### src/rtl/rsff_preset_sequencer.sv
// rtl/rsff_preset_sequencer.sv - group-at-a-time async preset/clear sequencer for an RSFF bank
//
// Purpose: loads a requested value into a bank of async set/reset flops by
// pulsing the bank's set_n/rst pins one GROUP of bits at a time. Each pulse is
// held PULSE_CYC cycles and followed by SETTLE_CYC quiet cycles. This bounds how
// many async pins switch at once.
//
// Ports:
//   clk_i     controller clock, rising edge
//   reset_i   asynchronous, active-high reset
//   req_i     start a load (sampled only in IDLE)
//   value_i   target bank value, captured when req_i is accepted
//   abort_i   cancel an in-progress load
//   busy_o    high from the cycle after accept until return to IDLE
//   ack_o     1-cycle pulse when a load completes
//   err_o     1-cycle pulse when a load was aborted
//   set_n_o   per-bit async set to bank, active-low
//   rst_o     per-bit async reset to bank, active-high
module rsff_preset_sequencer #(
  parameter int WIDTH      = 8,
  parameter int GROUP      = 2,
  parameter int PULSE_CYC  = 2,
  parameter int SETTLE_CYC = 1
) (
  input  logic             clk_i,
  input  logic             reset_i,
  input  logic             req_i,
  input  logic [WIDTH-1:0] value_i,
  input  logic             abort_i,
  output logic             busy_o,
  output logic             ack_o,
  output logic             err_o,
  output logic [WIDTH-1:0] set_n_o,
  output logic [WIDTH-1:0] rst_o
);

  localparam int NGRP = (WIDTH + GROUP - 1) / GROUP;
  localparam int GW   = $clog2(NGRP + 1);
  localparam int CMAX = (PULSE_CYC > SETTLE_CYC) ? PULSE_CYC : SETTLE_CYC;
  localparam int CW   = $clog2(CMAX + 1);

  typedef enum logic [2:0] {
    ST_IDLE,
    ST_PULSE,
    ST_SETTLE,
    ST_DONE,
    ST_ABORT
  } state_t;

  state_t           state_q;
  logic [WIDTH-1:0] val_q;
  logic [GW-1:0]    grp_q;
  logic [CW-1:0]    cnt_q;
  logic             busy_q;
  logic             ack_q;
  logic             err_q;
  logic [WIDTH-1:0] set_n_q;
  logic [WIDTH-1:0] rst_q;

  // The next group to pulse is group 0 of the incoming value when accepting
  // from IDLE, otherwise the group after the current one of the captured value.
  logic [GW-1:0]    grp_d;
  logic [WIDTH-1:0] val_d;
  logic [WIDTH-1:0] hit_d;
  logic [WIDTH-1:0] set_n_d;
  logic [WIDTH-1:0] rst_d;

  assign grp_d = (state_q == ST_IDLE) ? '0 : grp_q + GW'(1);
  assign val_d = (state_q == ST_IDLE) ? value_i : val_q;

  for (genvar i = 0; i < WIDTH; i++) begin : g_hit
    localparam int GI = i / GROUP;
    assign hit_d[i] = (grp_d == GW'(GI));
  end

  // set_n and rst are derived from complementary terms of the same bit, so a
  // bit can never be driven to set and reset in the same cycle.
  assign set_n_d = ~(hit_d & val_d);
  assign rst_d   = hit_d & ~val_d;

  always_ff @(posedge clk_i or posedge reset_i) begin
    if (reset_i) begin
      state_q <= ST_IDLE;
      val_q   <= '0;
      grp_q   <= '0;
      cnt_q   <= '0;
      busy_q  <= 1'b0;
      ack_q   <= 1'b0;
      err_q   <= 1'b0;
      set_n_q <= '1;
      rst_q   <= '0;
    end else begin
      ack_q <= 1'b0;
      err_q <= 1'b0;
      case (state_q)
        ST_IDLE: begin
          // req takes priority over abort here; abort has no meaning in IDLE.
          if (req_i) begin
            val_q   <= value_i;
            grp_q   <= '0;
            cnt_q   <= '0;
            busy_q  <= 1'b1;
            set_n_q <= set_n_d;
            rst_q   <= rst_d;
            state_q <= ST_PULSE;
          end
        end
        ST_PULSE: begin
          if (abort_i || cnt_q == CW'(PULSE_CYC - 1)) begin
            set_n_q <= '1;
            rst_q   <= '0;
            cnt_q   <= '0;
            state_q <= abort_i ? ST_ABORT : ST_SETTLE;
          end else begin
            cnt_q <= cnt_q + CW'(1);
          end
        end
        ST_SETTLE: begin
          if (abort_i) begin
            cnt_q   <= '0;
            state_q <= ST_ABORT;
          end else if (cnt_q == CW'(SETTLE_CYC - 1)) begin
            cnt_q <= '0;
            grp_q <= grp_d;
            if (grp_q == GW'(NGRP - 1)) begin
              ack_q   <= 1'b1;
              busy_q  <= 1'b0;
              state_q <= ST_DONE;
            end else begin
              set_n_q <= set_n_d;
              rst_q   <= rst_d;
              state_q <= ST_PULSE;
            end
          end else begin
            cnt_q <= cnt_q + CW'(1);
          end
        end
        ST_DONE: begin
          // req is deliberately not sampled here; the earliest new accept is
          // the following IDLE cycle.
          state_q <= ST_IDLE;
        end
        ST_ABORT: begin
          if (cnt_q == CW'(SETTLE_CYC - 1)) begin
            cnt_q   <= '0;
            err_q   <= 1'b1;
            busy_q  <= 1'b0;
            state_q <= ST_IDLE;
          end else begin
            cnt_q <= cnt_q + CW'(1);
          end
        end
        default: begin
          set_n_q <= '1;
          rst_q   <= '0;
          busy_q  <= 1'b0;
          state_q <= ST_IDLE;
        end
      endcase
    end
  end

  assign busy_o  = busy_q;
  assign ack_o   = ack_q;
  assign err_o   = err_q;
  assign set_n_o = set_n_q;
  assign rst_o   = rst_q;

endmodule

### config.mk
export PLATFORM = sky130hd
export DESIGN_NAME = rsff_preset_sequencer
export DESIGN_NICKNAME = d
export VERILOG_FILES = /design/src/rtl/rsff_preset_sequencer.sv
export SDC_FILE = /design/constraint.sdc
export NUM_CORES = 1
export LEC_CHECK = 0
export CELL_PAD_IN_SITES_DETAIL_PLACEMENT = 1
export CELL_PAD_IN_SITES_GLOBAL_PLACEMENT = 1
export CORE_ASPECT_RATIO = 2
export CORE_MARGIN = 1.5
export CORE_UTILIZATION = 47
export CTS_BUF_LIST = sky130_fd_sc_hd__clkbuf_2
export DETAILED_ROUTE_END_ITERATION = 10
export PLACE_DENSITY_LB_ADDON = 0.1
export SLEW_MARGIN = 20
export SYNTH_ARGS = -nofsm -noshare
export SYNTH_HDL_FRONTEND = slang
export SYNTH_SLANG_ARGS = --single-unit
### constraint.sdc
create_clock -name clk_i -period 5.62 [get_ports clk_i]
set_input_delay 1.124 -clock clk_i [delete_from_list [all_inputs] [get_ports clk_i]]
set_output_delay 1.124 -clock clk_i [all_outputs]
set_load 0.05 [all_outputs]
# Word-level counts from Yosys, hierarchy flattened
# Cells that the tools add are included.
[classes]
addsub = 2
eq_ne = 17
n_mux = 43
n_bitwise = 6
n_reduce_logical = 14
[op_table]
columns = ["op", "n"]
rows = [
  ["$mux 8", 11],
  ["$pmux 8 s4", 2],
  ["$mux 3", 10],
  ["$and 8x8->8", 2],
  ["$not 8->8", 2],
  ["$eq 3x2->1 const B", 5],
  ["$ne 2x2->1 const B", 7],
  ["$pmux 3 s4", 1],
  ["$reduce_and 6->1", 2],
  ["$mux 1", 11],
  ["$mux 2", 5],
  ["$pmux 2 s4", 1],
  ["$reduce_and 4->1", 2],
  ["$eq 3x1->1 const B", 2],
  ["$logic_not 3->1", 2],
  ["$pmux 3 s2", 1],
  ["$pmux 1 s4", 1],
  ["$reduce_and 2->1", 2],
  ["$reduce_bool 4->1", 1],
  ["$reduce_or 2->1", 2],
  ["$add 3x1->3 const B", 1],
  ["$eq 3x3->1 const B", 1],
  ["$ne 3x3->1 const B", 1],
  ["$add 2x1->2 const B", 1],
  ["other kinds (5)", 6],
]
[totals]
regBits = 35
in_bits = 12
out_inout_bits = 19
elab_cells = 91

# Depth between registers and ports, before layout
[depth]
depth_word = 9
ltp_mapped = 7

# Worst setup path after synthesis
# Ideal clock, no wire load.
[synth_path]
kind = "input-to-reg"
startpoint = "in abort_i"
endpoint = "reg set_n_q[2], in the netlist set_n_o[2]"
setup_time_ps = 82
t_arrival_ps = 2178
t_required_ps = 5538
path_slack_ps = 3360
path_stages = 5
path_cell_list = "buf_6 -> nor4b_2 -> o211ai_4 -> buf_6 -> mux2_4"
[synth_between]
elab_chain_cells = 3
elab_cells_between_ends = 4
classes_between = "eq/ne: 2; reduce/logical: 2"
[synth_rtl]
columns = ["element", "line_no", "text"]
rows = [
  ["from (decl)", "29", "input logic abort_i,"],
  ["$logic_or 1x1->1", "109", "if (abort_i || cnt_q == CW'(PULSE_CYC - 1)) begin"],
  ["$ne 2x2->1 (no source line)", "--", ""],
  ["$reduce_and 6->1 (no source line) (*)", "--", ""],
  ["to (signal assigned)", "103", "set_n_q <= set_n_d;"],
  ["to (signal assigned)", "130", "set_n_q <= set_n_d;"],
  ["to (decl)", "57", "logic [WIDTH-1:0] set_n_q;"],
]
# Every way passes the cells marked *; elsewhere a longest branch is shown, timed or not.
# A chain may end at the register's enable or synchronous reset.

# Worst setup path after layout
[layout_path]
startpoint = "reg set_n_q[2], in the netlist set_n_o[2]"
endpoint = "out set_n_o[2]"
[layout_lines]
columns = ["element", "line_no", "text"]
rows = [
  ["to (decl)", "33", "output logic [WIDTH-1:0] set_n_o,"],
]
# No word-level cell between the ends.

==> impl_metrics.toml <==
[clock_tree]
cts-root-buf = "clkbuf_2"
clock_sinks = 35
h-tree-depth = 2
ctsLongestPathBuffers = 2
ctsResizeCount = 0
cts_tree = "built"
path_clk_slew_ps = 170
clock_latency_ps = 370
numCtsBuffers = 5
postCtsHoldBufs = 0
postCtsSetupBuffers = 0

[worst_setup_path]
regToRegSetupSlack_ps = 3400
crit_end = "set_n_o[2]"
r2r-end = "set_n_o[2]$_DFFE_PP1P_"
crit_family = "buffers and inverters"
end_kind = "output port"
critPathBufInv = 1
path_depth = 1
required_ps = 4500
rr_worst_depth = 6
worst-path-max-fanout = 2
crit_chain = "clkdlybuf4s50_1"
r2r-start = "grp_q[0]$_DFFE_PP0P_"
max_stage_delay_ps = 800
worstPathArrival_ps = 1740
start_kind = "flip-flop"
cpMaxStageDelayCell = "clkdlybuf4s50_1"
crit_start = "set_n_o[2]$_DFFE_PP1P_"
path_class = "flip-flop to output port"

[synth]
synth_top_cell_by_area = "dfrtp_1"
seq_area_frac_synth_pct = 47.1
synthArstFlopShare_pct = 100
yosys_register_bits = 35
synth.top_cell.area_share_pct = 36.0
synth_fp_nets = 184
synth.cell_area_sq_um = 1880
yosys_warnings = 0
synth_top_cells_by_area = "dfrtp_1 36%, dfstp_2 11%, mux2i_1 8.5%"
ys_types = 43
synth_edf_count = 0
synth_cells = 166
ys.flop_type = "dfrtp_1"
synth.avg_cell_area_sq_um = 11.3

[timing]
tightestPinTransition_ps = 664
final_hold_viol_count = 0
relSlewSlack_pct = 55.5
rsz0062_at_grt = "false"
setup_tns_ps = 0
drv_slew = 0
clock.fmax_mhz = 349
final.period_utilization_pct = 51.0
period_minus_slack_ps = 2870
clock_skew_ps = 14.5
setup_viol = 0
timing.hold.ws_ps = 481
timing.final.ws_setup_ps = 2750

[detailed_routing]
ant_nets = 0
drcViolationCount = 0
dr_total_vias = 1335
via_per_inst = 5.34
drt_iter0_markers = 13
dr.pass1.iters = 3
wire_per_inst_um = 16.5
wl_um = 4130

[power]
power_frac_clock_pct = 9.7
p_seq_share_pct = 36.2
p_int_uw = 622
ir_drop_mv = 0.308
combPwrFrac_pct = 54.0
p_per_area_nw_per_um2 = 495
power_switching_uw = 491
sw_frac_of_total_pct = 44.1
leakagePower_uw = 0.00103

[place]
io_buffers = 30
routabilityCongestion = 0.780
post-place-ws_ps = 2590
dp_hpwl_um = 3280

[layout]
final_nets = 216
diodes = 0
final_util_pct = 58.4
final_layout_size_suffix_gt1_share_pct = 14.1
area_growth_pct = 19.5
layout_common_cells = "30 x clkdlybuf4s50_1, 27 x dfrtp_1, 16 x mux2i_1, 14 x inv_1, 11 x nand2_1"
final_common_cell = "clkdlybuf4s50_1"

[global_routing]
grt_pass1_wl_um = 6870
antenna_found_initial = 0
grt-ovfl-total = 0
grt_max_degree = 36
grt_usage_pct = 21.8
first_global_vias = 1481

[floorplan]
dieArea_sq_um = 4410
core_area_sq_um = 3840
die_h_um = 92.4
die_w_um = 47.7
fp-row-count = 32
io_pins = 31
start_util_pct = 48.9

[outcome]
run_status = "complete, no violations"

[worst_hold_path]
hp-class = "flip-flop to flip-flop"

[flow_run]
maxCapViolations = 0
worst min path at each step:
stage,start,end,cells past startpoint
after floorplan,grp_q[2]$_DFFE_PP0P_,grp_q[2]$_DFFE_PP0P_,2
after global placement,set_n_o[4]$_DFFE_PP1P_,set_n_o[4]$_DFFE_PP1P_,2
after detailed placement,set_n_o[4]$_DFFE_PP1P_,set_n_o[4]$_DFFE_PP1P_,2
after CTS,set_n_o[4]$_DFFE_PP1P_,set_n_o[4]$_DFFE_PP1P_,2
after global routing,set_n_o[4]$_DFFE_PP1P_,set_n_o[4]$_DFFE_PP1P_,2
final,set_n_o[5]$_DFFE_PP1P_,set_n_o[5]$_DFFE_PP1P_,2
power groups by stage:
stage                     clock network, uW  logic (uW)  registers, uW
final                                   108         601            403
after global routing                    123         651            417
after global placement                    0         586            401
after floorplan                           0         413            457
after detailed placement                  0         610            410
after CTS                               114         612            403
cell families after synthesis:
group | after synthesis | synth area share [%]
muxes | 32 | 18.5
adders and majority gates | 6 | 3.99
DFF | 35 | 47.1
xor gates and xnor gates | 1 | 0.466
buffers and inverters | 21 | 5.46
and+or+nand+nor | 51 | 16.2
AOI/OAI and AO/OA | 20 | 8.19
cells in the mapped netlist (all sizes together), types with 2 or more instances:
| cell | instances |
|---|---|
| a211o | 2 |
| a21boi | 2 |
| buf | 7 |
| dfrtp | 27 |
| dfstp | 8 |
| ha | 6 |
| inv | 14 |
| mux2 | 16 |
| mux2i | 16 |
| nand2 | 11 |
| nand2b | 7 |
| nand3b | 4 |
| nor2 | 9 |
| nor2b | 5 |
| nor3 | 2 |
| nor3b | 4 |
| o211ai | 2 |
| o21ai | 6 |
| o31ai | 3 |
worst min-delay path: stages (launching register included):
cell and delay (ps):
dfstp_2 400, inv_1 40, mux2i_1 60
area by class of cell:
| cell class | instances | area [sq um] |
|---|---|---|
| clock buffer | 6 | 30.0 |
| clock inverter | 2 | 7.51 |
| fill | 459 | 1600 |
| inverter | 14 | 52.6 |
| multi-input combinational | 110 | 891 |
| sequential | 35 | 886 |
| tap | 51 | 63.8 |
| timing repair buffer | 32 | 315 |
stage by stage:
| stage | area [sq um] | total power [uW] | instances |
|---|---|---|---|
| 2_1_floorplan | 1880 | 870 | 166 |
| 4_1_cts | 2250 | 1130 | 250 |
| 3_5_place_dp | 2210 | 1020 | 242 |
| 3_3_place_gp | 2210 | 987 | 242 |
| 5_1_grt | 2250 | 1190 | 250 |
| 6_report | 2250 | 1110 | 250 |
flip-flops by register name, indices dropped and copies added, names as in the netlist:
name and count:
rst_o 8, set_n_o 8, val_q 8, grp_q 3, state_q 3, cnt_q 2
ack_o 1, busy_o 1, err_o 1
layer usage:
layer	wire length (um)	up-vias	GRT usage (%)	part of all wire (%)
li1	-	638	-	-
met1	1440	666	21.9	35
met2	2460	22	39.8	60
met5	0	-	0	0
met3	126	9	3.70	3.1
met4	102	0	9.46	2.5
(Power assumes the default switching activity.)
